**config.mk**
```make
export PLATFORM = sky130hd
export DESIGN_NAME = stream_router
export DESIGN_NICKNAME = d
export VERILOG_FILES = /design/src/rtl/stream_router_pkg.sv /design/src/rtl/sync_fifo.sv /design/src/rtl/stream_router.sv
export SDC_FILE = /design/constraint.sdc
export NUM_CORES = 1
export LEC_CHECK = 0
export CORE_UTILIZATION = 40
export CTS_BUF_LIST = sky130_fd_sc_hd__clkbuf_16
export DETAILED_ROUTE_END_ITERATION = 12
export PLACE_DENSITY = 0.61
export SYNTH_ARGS = -nofsm -noshare
export SYNTH_HDL_FRONTEND = slang
export SYNTH_SLANG_ARGS = --single-unit
```
**constraint.sdc**
```tcl
create_clock -name clk -period 6.3 [get_ports clk]
set_clock_uncertainty 0.1 [all_clocks]
set_input_delay 1.89 -clock clk [delete_from_list [all_inputs] [get_ports clk]]
set_output_delay 1.89 -clock clk [all_outputs]
set_load 0.005 [all_outputs]
```
**src/rtl/stream_router_pkg.sv**
```systemverilog
// Shared helpers for the stream router: level-width arithmetic and the
// legal parameter ranges checked at elaboration.
package stream_router_pkg;

  localparam int unsigned MIN_PORTS      = 2;
  localparam int unsigned MAX_PORTS      = 16;
  localparam int unsigned MIN_FIFO_DEPTH = 2;
  localparam int unsigned MAX_FIFO_DEPTH = 64;

  // Occupancy needs one bit more than the pointers so "full" is representable.
  function automatic int unsigned level_width(input int unsigned depth);
    return $clog2(depth) + 1;
  endfunction

  function automatic bit is_pow2(input int unsigned n);
    return (n != 0) && ((n & (n - 1)) == 0);
  endfunction

endpackage

```
**src/rtl/sync_fifo.sv**
```systemverilog
// Single-clock show-ahead FIFO; head_data is registered and holds its last
// value while empty.
module sync_fifo
  import stream_router_pkg::*;
#(
  parameter  int unsigned DATA_WIDTH = 32,
  parameter  int unsigned DEPTH      = 4,
  localparam int unsigned PW         = $clog2(DEPTH),
  localparam int unsigned LW         = level_width(DEPTH)
) (
  input  logic                  clk,
  input  logic                  resetn,
  input  logic                  push,
  input  logic [DATA_WIDTH-1:0] push_data,
  input  logic                  pop,
  output logic [DATA_WIDTH-1:0] head_data,
  output logic                  full,
  output logic                  empty,
  output logic [LW-1:0]         level
);

  logic [PW-1:0]         wr_ptr_q, wr_ptr_d;
  logic [PW-1:0]         rd_ptr_q, rd_ptr_d;
  logic [LW-1:0]         level_q, level_d;
  logic [DATA_WIDTH-1:0] head_q, head_d;
  logic [DATA_WIDTH-1:0] mem_q [DEPTH];
  logic [DATA_WIDTH-1:0] mem_d [DEPTH];
  logic                  push_en, pop_en;

  assign full      = (level_q == LW'(DEPTH));
  assign empty     = (level_q == '0);
  assign push_en   = push && !full;
  assign pop_en    = pop && !empty;
  assign head_data = head_q;
  assign level     = level_q;

  always_comb begin
    mem_d    = mem_q;
    wr_ptr_d = wr_ptr_q;
    rd_ptr_d = rd_ptr_q;
    level_d  = level_q;
    if (push_en) begin
      mem_d[wr_ptr_q] = push_data;
      wr_ptr_d        = wr_ptr_q + PW'(1);
    end
    if (pop_en) begin
      rd_ptr_d = rd_ptr_q + PW'(1);
    end
    case ({push_en, pop_en})
      2'b10:   level_d = level_q + LW'(1);
      2'b01:   level_d = level_q - LW'(1);
      default: level_d = level_q;
    endcase
    // Head is looked up in the post-update array so a push into an empty
    // FIFO is visible right after the accepting edge.
    head_d = (level_d != '0) ? mem_d[rd_ptr_d] : head_q;
  end

  always_ff @(posedge clk) begin
    if (!resetn) begin
      wr_ptr_q <= '0;
      rd_ptr_q <= '0;
      level_q  <= '0;
      head_q   <= '0;
    end else begin
      wr_ptr_q <= wr_ptr_d;
      rd_ptr_q <= rd_ptr_d;
      level_q  <= level_d;
      head_q   <= head_d;
    end
  end

  always_ff @(posedge clk) begin
    mem_q <= mem_d;
  end

endmodule

```
**src/rtl/stream_router.sv**
```systemverilog
// 1-to-N registered stream router: steers each input beat into the FIFO of
// its destination port; beats to non-existent ports are dropped and counted.
module stream_router
  import stream_router_pkg::*;
#(
  parameter int unsigned DATA_WIDTH     = 32,
  parameter int unsigned NUM_PORTS      = 4,
  parameter int unsigned FIFO_DEPTH     = 4,
  parameter int unsigned ADDR_WIDTH     = 4,
  parameter int unsigned DROP_CNT_WIDTH = 16
) (
  input  logic                                         clk,
  input  logic                                         resetn,
  input  logic [DATA_WIDTH-1:0]                        din,
  input  logic [ADDR_WIDTH-1:0]                        din_addr,
  input  logic                                         din_valid,
  output logic                                         din_ready,
  output logic [NUM_PORTS*DATA_WIDTH-1:0]              dout,
  output logic [NUM_PORTS-1:0]                         dout_valid,
  input  logic [NUM_PORTS-1:0]                         dout_ready,
  output logic [DROP_CNT_WIDTH-1:0]                    drop_count,
  output logic [NUM_PORTS*level_width(FIFO_DEPTH)-1:0] fifo_level
);

  localparam int unsigned LW = level_width(FIFO_DEPTH);

  if (!is_pow2(FIFO_DEPTH) || FIFO_DEPTH < MIN_FIFO_DEPTH || FIFO_DEPTH > MAX_FIFO_DEPTH) begin : g_bad_depth
    $error("stream_router: FIFO_DEPTH must be a power of two in 2..64");
  end
  if (NUM_PORTS < MIN_PORTS || NUM_PORTS > MAX_PORTS) begin : g_bad_ports
    $error("stream_router: NUM_PORTS must be in 2..16");
  end
  if (ADDR_WIDTH < $clog2(NUM_PORTS)) begin : g_bad_addr
    $error("stream_router: ADDR_WIDTH too narrow for NUM_PORTS");
  end

  logic [NUM_PORTS-1:0]      full, empty, push, pop;
  logic                      addr_ok, sel_full, accept;
  logic [DROP_CNT_WIDTH-1:0] drop_count_q, drop_count_d;

  assign addr_ok = (32'(din_addr) < NUM_PORTS);

  // din_ready looks only at registered occupancy, never at dout_ready.
  always_comb begin
    sel_full = 1'b0;
    for (int unsigned p = 0; p < NUM_PORTS; p++) begin
      if (din_addr == ADDR_WIDTH'(p)) sel_full = full[p];
    end
  end

  assign din_ready = !addr_ok || !sel_full;
  assign accept    = din_valid && din_ready;

  always_comb begin
    push = '0;
    for (int unsigned p = 0; p < NUM_PORTS; p++) begin
      push[p] = accept && (din_addr == ADDR_WIDTH'(p));
    end
  end

  assign dout_valid = ~empty;
  assign pop        = dout_valid & dout_ready;

  for (genvar p = 0; p < NUM_PORTS; p++) begin : g_port
    sync_fifo #(
      .DATA_WIDTH (DATA_WIDTH),
      .DEPTH      (FIFO_DEPTH)
    ) u_fifo (
      .clk       (clk),
      .resetn    (resetn),
      .push      (push[p]),
      .push_data (din),
      .pop       (pop[p]),
      .head_data (dout[p*DATA_WIDTH +: DATA_WIDTH]),
      .full      (full[p]),
      .empty     (empty[p]),
      .level     (fifo_level[p*LW +: LW])
    );
  end

  always_comb begin
    drop_count_d = drop_count_q;
    if (accept && !addr_ok && (drop_count_q != '1)) begin
      drop_count_d = drop_count_q + DROP_CNT_WIDTH'(1);
    end
  end

  always_ff @(posedge clk) begin
    if (!resetn) drop_count_q <= '0;
    else         drop_count_q <= drop_count_d;
  end

  assign drop_count = drop_count_q;

endmodule

```
==> metrics.cfg, run 1 <==
[pwr]
power.share.switching=0.260
p_switching_mw=2.74
peakVddDrop_mv=0.164
cellPowerDensity_nw_per_um2=329
finalPower_mw=10.5
p_leak_nw=12.9
internal-power_mw=7.80
comb_power_share=0.150
pwr-share-seq=0.474
p_clk_frac=0.375

[logic_synthesis]
synthArstFlopShare=0
synth_cells=2411
synth.avg_cell_area_sq_um=11.2
synth_fp_nets=2479
synthFlopType=dfxtp_1
synthDistinctLibCells=58
yosys-top-cells-area=dfxtp_1 51%, mux2_2 17%, mux2i_1 3.2%
yosysSeqAreaShare=0.505
synth_seq_cells=684
ys_warn_count=0
synth_area_sq_um=27100
synth_edf_count=0
synth_top_area_frac=0.505
synth_largest_area_cell=dfxtp_1

[detailed_routing]
detail-route-antenna-nets=0
wl_per_cell_um=22.0
routed_wl_mm=75.3
drc_errors=0
via_per_inst=5.56
drt_iter0_markers=1057
dr.pass1.iters=5
dr_total_vias=19100

[worst_setup_path]
crit_path_start_kind=primary input
slowest_delay_ps=730
cp_cell_sequence=clkdlybuf4s50_1 > nor2_1 > a311oi_1 > a2111o_1 > clkdlybuf4s50_1
critPathBufInv=2
crit_type=in2out
crit_family=buffers and inverters
cp.arrival_ps=3940
end_kind=primary output
crit_fanout=9
cp_slowest_cell=clkdlybuf4s50_1
crit_cells=5
required_ps=4310
reg2reg_depth=11
cpMostUsedCell=clkdlybuf4s50_1

[global_routing]
antenna_found_initial=4
grt_pass1_vias=19800
globalRoute.totalOverflow=0
grt_usage=0.216
grt_pass1_wl_mm=117
grt_start_max_net_pins=65

[worst_hold_path]
hold_path_class=reg2reg
min_path_cells=2

[cts]
clock-sinks=684
cts_setup_buffers=0
cts_resized=0
cts-buffers-inserted=72
holdBufCountCts=0
cts_root_buf=clkbuf_16
ctsHtreeMaxLevel=3
path_clk_slew_ps=60
clockBufferDepth=3
worstSkewPairLatency_ps=620
cts_tree=done

[cells_and_area]
nets=2574
final_cell_area_sq_um=32000
drive_gt1_frac=0.229
syn2layout_area_growth_pct=18.1
utilization=0.477

[floorplanning]
die_area_sq_um=68800
core_area_sq_um=67000
dieWidth_um=262
ioPinCount=204
dieHeight_um=262
rows=95
initial_utilization=0.404

[timing]
tightest_slew_ps=1150
fin_tns_setup_ps=0
finalCriticalPeriod_ps=5930
fmax_mhz=169
rsz0062_at_grt=false
slew_headroom=0.232
fin_crit_sh=0.941
setup_viol=0
report.final.hold_viol_count=0
slew_violations=0

[run]
maxCapViolCount=0

[placed_design]
gp_congestion=0.798
place_area_sq_um=29800
dp_hpwl_mm=48.0
port_buffers=203

[outcome]
status=finished, final reports clean

stage by stage:
stage	cells	hold slack [ps]	setup slack, ps
2_1_floorplan	2411	324	701
6_report	3429	352	371
4_1_cts	3427	356	408
3_5_place_dp	3305	340	396
3_3_place_gp	3305	334	453
5_1_grt	3428	361	222
layout make-up:
| type | count | area [sq um] |
|---|---|---|
| Fill cell | 6050 | 35000 |
| Sequential cell | 684 | 13700 |
| Multi-Input combinational cell | 1401 | 12200 |
| Timing Repair Buffer | 253 | 2450 |
| Clock buffer | 74 | 1850 |
| Tap cell | 873 | 1090 |
| Inverter | 94 | 353 |
| Clock inverter | 48 | 334 |
| Antenna cell | 2 | 5.00 |
cells by family after synthesis:
logic type	share of synthesized area
xor gates and xnor gates	0.0125
and+or+nand+nor	0.0695
muxes	0.218
AOI/OAI and AO/OA	0.134
buffers and inverters	0.0482
adders and majority gates	0.0127
DFF	0.505
Yosys cell counts (all sizes together) (2+ instances only):
| library cell | count |
|---|---|
| a2111o | 33 |
| a21o | 19 |
| a21oi | 25 |
| a221o | 19 |
| a22o | 63 |
| a22oi | 33 |
| a31oi | 33 |
| and2 | 12 |
| and3 | 6 |
| and4 | 3 |
| buf | 50 |
| clkbuf | 182 |
| dfxtp | 684 |
| fa | 4 |
| ha | 21 |
| inv | 94 |
| mux2 | 448 |
| mux2i | 86 |
| nand2 | 40 |
| nand2b | 2 |
| nand3 | 9 |
| nand3b | 3 |
| nand4 | 6 |
| nor2 | 76 |
| nor2b | 67 |
| nor3 | 75 |
| nor3b | 4 |
| nor4 | 2 |
| o2111a | 19 |
| o21a | 19 |
| o21ai | 39 |
| o221a | 32 |
| o221ai | 45 |
| o22ai | 64 |
| o31a | 4 |
| or2 | 2 |
| or3 | 40 |
| or3b | 4 |
| xnor2 | 15 |
| xor2 | 21 |
worst paths after layout:
kind / end / startpoint / slack [ps]
max: din_ready / din_addr[1] / 370
min reg2reg: g_port[1].u_fifo.mem_q[126]$_DFF_P_ / g_port[1].u_fifo.mem_q[126]$_DFF_P_ / 350
max reg2reg: g_port[0].u_fifo.head_data[14]$_SDFFE_PN0P_ / g_port[0].u_fifo.level[2]$_SDFF_PN0_ / 2240
min: g_port[1].u_fifo.mem_q[126]$_DFF_P_ / g_port[1].u_fifo.mem_q[126]$_DFF_P_ / 350
cells in the final DEF (no fill, tap or decap), types with 16 or more instances in the layout:
cell,count
o221a_1,20
mux2_1,44
a21oi_1,21
mux2_2,404
nand2_1,40
buf_4,46
o2111a_1,19
ha_1,21
nor3_1,72
a2111o_1,33
a21o_1,19
o22ai_1,64
a31oi_1,33
nor2_1,71
mux2i_1,84
clkbuf_16,74
nor2b_1,66
a22o_1,63
a22oi_1,33
inv_1,110
a221o_1,19
dfxtp_1,684
o221ai_1,45
o21ai_0,37
o21a_1,19
clkdlybuf4s50_1,202
clkinv_1,16
or3_1,40
xor2_1,18
per-layer routing:
metal	wire length, um	GRT usage	part of all wire	vias to the layer above
met5	0	0	0	-
met4	2530	0.0909	0.034	0
met3	4200	0.0488	0.056	145
met2	35500	0.361	0.47	465
met1	33100	0.267	0.44	9532
li1	-	-	-	8936
registers in the layout, indices dropped and copies added, names as in the netlist:
signal	cells
g_port.u_fifo.mem_q	512
g_port.u_fifo.wr_ptr_q	8
g_port.u_fifo.level	12
g_port.u_fifo.rd_ptr_q	8
g_port.u_fifo.head_data	128
drop_count	16
power groups by stage:
stage	clock network, mW	logic (mW)	registers [mW]
after global placement	0	1.54	5.09
after detailed placement	0	1.59	5.10
after CTS	4.05	1.60	5.01
after global routing	4.23	1.72	5.04
final	3.96	1.58	5.00
after floorplan	0	0.859	5.00
worst reg2reg max path: cells and delay by family, from the launching register on:
kind / cells / cell delay, ps
buf+inv: 2 / 180
compound gates: 2 / 940
xor+xnor: 2 / 330
fa+ha+maj: 2 / 570
flops: 1 / 470
simple gates: 3 / 1380
(Power assumes the default switching activity.)
==> run 2, diff against run 1 <==
--- a/config.mk
+++ b/config.mk
@@ -9,6 +9,7 @@
 export CTS_BUF_LIST = sky130_fd_sc_hd__clkbuf_16
 export DETAILED_ROUTE_END_ITERATION = 12
 export PLACE_DENSITY = 0.61
+export SKIP_LAST_GASP = 1
 export SYNTH_ARGS = -nofsm -noshare
 export SYNTH_HDL_FRONTEND = slang
 export SYNTH_SLANG_ARGS = --single-unit
==> constraint.sdc (replaced) <==
create_clock -name clk -period 6.3 [get_ports clk]
set_clock_uncertainty 0.1 [all_clocks]
set_input_delay 1.89 -clock clk [delete_from_list [all_inputs] [get_ports clk]]
set_output_delay 1.89 -clock clk [all_outputs]
set_load 0.05 [all_outputs]
==> metrics.cfg, run 2 (same netlist as run 1, synthesis figures left out) <==
[timing]
tightest_slew_ps=1240
rsz0062_at_grt=false
fin_crit_sh=0.871
setup_viol=0
fin_tns_setup_ps=0
slew_violations=0
report.final.hold_viol_count=0
slew_headroom=0.174
fmax_mhz=182
finalCriticalPeriod_ps=5490

[cells_and_area]
largest-register=g_port.u_fifo.mem_q
n_antenna_cell=0
final_cell_mix=684 x dfxtp_1, 404 x mux2_2, 201 x clkdlybuf4s50_1
drive_gt1_frac=0.228
nets=2575
syn2layout_area_growth_pct=18.0
final_cell_area_sq_um=32000
largest_reg_flops=512
final_common_cell=dfxtp_1

[global_routing]
grt_start_max_net_pins=65
grt_pass1_wl_mm=116
grt_usage=0.215
antenna_found_initial=3
grt_pass1_vias=19700
globalRoute.totalOverflow=0

[cts]
cts_setup_buffers=0
clock-sinks=684
cts_tree=done
ctsHtreeMaxLevel=3
clockBufferDepth=3
holdBufCountCts=0
worstSkewPairLatency_ps=600
cts_root_buf=clkbuf_16
path_clk_slew_ps=60
cts-buffers-inserted=72
cts_resized=0

[placed_design]
port_buffers=203
place_area_sq_um=29800
dp_hpwl_mm=48.2
gp_congestion=0.785

[worst_setup_path]
crit_fanout=9
crit_type=in2out
cp.arrival_ps=3500
end_kind=primary output
rrSetupSlack_ps=2150
required_ps=4310
crit_path_start_kind=primary input

[detailed_routing]
drc_errors=0
routed_wl_mm=75.3
drt_iter0_markers=917
dr.pass1.iters=5
via_per_inst=5.56
detail-route-antenna-nets=0
dr_total_vias=19100
wl_per_cell_um=21.9

[pwr]
cellPowerDensity_nw_per_um2=348
p_leak_nw=13.0
peakVddDrop_mv=0.177

[floorplanning]
dieHeight_um=262
rows=95
initial_utilization=0.404
ioPinCount=204
core_area_sq_um=67000
die_area_sq_um=68800
dieWidth_um=262

[run]
maxCapViolCount=0

[worst_hold_path]
hold_path_class=reg2reg

[outcome]
status=finished, final reports clean

-- run 2: cell types whose count changed in the layout (fill, tap and decap cells not counted), sizes merged, moves of 2 or more --
cell    change
diode       -2
buf         +2
clkinv      -4
inv         +7
-- run 2: final timing paths --
kind / endpoint / start / depth (start not counted)
setup / recovery: din_ready / din_addr[1] / 4
hold / removal: g_port[1].u_fifo.mem_q[117]$_DFF_P_ / g_port[1].u_fifo.mem_q[117]$_DFF_P_ / 2
setup reg to reg: g_port[1].u_fifo.head_data[8]$_SDFFE_PN0P_ / g_port[1].u_fifo.level[2]$_SDFF_PN0_ / 12
hold reg to reg: g_port[1].u_fifo.mem_q[117]$_DFF_P_ / g_port[1].u_fifo.mem_q[117]$_DFF_P_ / 2
-- run 2: power breakdown --
part / switching (mW) / total, mW / internal, mW
registers: 0.239 / 5.00 / 4.76
logic: 1.44 / 2.24 / 0.805
clock network: 1.67 / 3.89 / 2.22
-- run 2: critical path: stages --
cell and delay, ps:
clkdlybuf4s50_1 780, mux2i_1 150, a2111o_1 480, buf_4 200
-- run 2: per-layer routing --
metal / up-vias / GRT usage / wire, um / part of all wire
li1: 8949 / - / - / -
met1: 9586 / 0.269 / 33400 / 0.44
met2: 407 / 0.370 / 36400 / 0.48
met3: 117 / 0.0359 / 3340 / 0.044
met4: 0 / 0.0795 / 2130 / 0.028
met5: - / 0 / 0 / 0
-- run 2: layout make-up --
type	instances	area [sq um]
clock buffers	75	1880
clock inverters	49	259
fillers	6050	35100
inverters	94	353
multi-input cells	1401	12200
flip-flops and latches	684	13700
well taps	873	1090
repair buffers	254	2480
-- run 2: per-stage QoR --
stage / setup WS (ps) / std cells / util / power (mW) / hold WS [ps]
global route: 756 / 3430 / 0.477 / 11.6 / 370
global placement: 466 / 3306 / 0.445 / 7.28 / 333
finish: 811 / 3430 / 0.477 / 11.1 / 353
CTS: 838 / 3430 / 0.477 / 11.2 / 354
floorplan: 694 / 2411 / - / 6.50 / 324
detailed placement: 429 / 3306 / 0.445 / 7.34 / 341
==> run 3, diff against run 2 <==
--- a/config.mk
+++ b/config.mk
@@ -5,10 +5,11 @@
 export SDC_FILE = /design/constraint.sdc
 export NUM_CORES = 1
 export LEC_CHECK = 0
-export CORE_UTILIZATION = 40
+export ABC_AREA = 0
+export CORE_UTILIZATION = 58
 export CTS_BUF_LIST = sky130_fd_sc_hd__clkbuf_16
 export DETAILED_ROUTE_END_ITERATION = 12
-export PLACE_DENSITY = 0.61
+export PLACE_DENSITY = 0.91
 export SKIP_LAST_GASP = 1
 export SYNTH_ARGS = -nofsm -noshare
 export SYNTH_HDL_FRONTEND = slang
==> metrics.cfg, run 3 (same netlist as run 1, synthesis figures left out) <==
[worst_setup_path]
crit_path_start_kind=primary input
cp.arrival_ps=3880
cp_cell_sequence=clkdlybuf4s50_1 > nor2_1 > a311oi_1 > a2111o_1 > buf_4
slowest_delay_ps=810
cp_slowest_cell=clkdlybuf4s50_1
end_kind=primary output
crit_fanout=9
rrSetupSlack_ps=2010
reg2reg_depth=13
crit_type=in2out
required_ps=4310

[pwr]
cellPowerDensity_nw_per_um2=357
p_leak_nw=12.9
p_clk_frac=0.359
pwr-share-seq=0.441
peakVddDrop_mv=0.347
p_switching_mw=3.40
power.share.switching=0.300
comb_power_share=0.200
internal-power_mw=7.93

[floorplanning]
core_area_sq_um=45800
die_area_sq_um=47600
ioPinCount=204
dieWidth_um=218
rows=78
dieHeight_um=218
initial_utilization=0.592

[cells_and_area]
drive_gt1_frac=0.230
final_common_cell=dfxtp_1
nets=2567
largest-register=g_port.u_fifo.mem_q
n_antenna_cell=0
syn2layout_area_growth_pct=16.9
largest_reg_flops=512
final_cell_mix=684 x dfxtp_1, 404 x mux2_2, 201 x clkdlybuf4s50_1
layoutNonFillerInstCount=3151

[worst_hold_path]
hold_path_class=reg2reg
min_path_cells=2

[timing]
setup_viol=0
whs_ps=355
fin_crit_sh=0.931
rsz0062_at_grt=false
fin_tns_setup_ps=0
report.final.hold_viol_count=0
finalCriticalPeriod_ps=5870
slew_violations=0
tightest_slew_ps=1200
fmax_mhz=170
slew_headroom=0.196

[cts]
path_clk_slew_ps=60
clock-sinks=684
cts-buffers-inserted=67
clockBufferDepth=3
worstSkewPairLatency_ps=590
cts_resized=0
cts_setup_buffers=0
cts_root_buf=clkbuf_16
holdBufCountCts=0
ctsHtreeMaxLevel=3
cts_tree=done

[placed_design]
gp_congestion=0.848
place_inst=3030
port_buffers=203
dp_hpwl_mm=45.5

[detailed_routing]
wl_per_cell_um=23.6
detail-route-antenna-nets=0
via_per_inst=6.42
drt_iter0_markers=1764
dr.pass1.iters=7
drc_errors=0
routed_wl_mm=74.4
dr_total_vias=20200

[outcome]
status=finished, final reports clean

[global_routing]
grt_pass1_wl_mm=116
globalRoute.totalOverflow=0
grt_pass1_vias=21100
grt_start_max_net_pins=65
grt_usage=0.307
antenna_found_initial=0

[run]
maxCapViolCount=0

==> run 3: per-stage QoR <==
| step | setup WS (ps) | total power, mW | utilization | instance area, sq um |
|---|---|---|---|---|
| final | 432 | 11.3 | 0.692 | 31700 |
| after global routing | 419 | 11.7 | 0.692 | 31700 |
| after CTS | 515 | 11.3 | 0.692 | 31700 |
| after floorplan | 694 | 6.50 | - | 27100 |
| after global placement | 532 | 7.20 | 0.644 | 29500 |
| after detailed placement | 445 | 7.30 | 0.644 | 29500 |
==> run 3: metal layers <==
metal | vias up | global-route usage | routed length (um)
met5 | - | 0 | 0
li1 | 8919 | - | -
met1 | 10200 | 0.377 | 29400
met2 | 956 | 0.518 | 36700
met4 | 0 | 0.134 | 2330
met3 | 205 | 0.0617 | 5970
==> run 3: path summary, 6_finish.rpt <==
kind                                              from                                           to
setup / recovery                           din_addr[1]                                    din_ready
hold reg to reg     g_port[1].u_fifo.mem_q[84]$_DFF_P_           g_port[1].u_fifo.mem_q[84]$_DFF_P_
setup reg to reg  g_port[0].u_fifo.level[2]$_SDFF_PN0_  g_port[0].u_fifo.head_data[25]$_SDFFE_PN0P_
hold / removal      g_port[1].u_fifo.mem_q[84]$_DFF_P_           g_port[1].u_fifo.mem_q[84]$_DFF_P_
==> run 3: cell type report <==
cell class / count / area (sq um)
clock inverter: 54 / 529
fill: 2915 / 14100
multi-input combinational: 1401 / 12200
timing repair buffer: 251 / 2460
inverter: 94 / 353
tap: 600 / 751
clock buffer: 67 / 1680
sequential: 684 / 13700
==> run 3: power groups by stage <==
stage	logic [mW]	clock network, mW	registers [mW]
after floorplan	0.885	0	5.61
after global placement	2.14	0	5.06
after detailed placement	2.22	0	5.08
after CTS	2.25	4.08	5.00
after global routing	2.37	4.27	5.03
final	2.26	4.06	5.00
==> run 3: critical path, delay by kind of cell <==
kind                   cells  cell delay, ps
AO/OA/AOI/OAI              2             870
buffers and inverters      2            1000
AND/OR/NAND/NOR            1             100
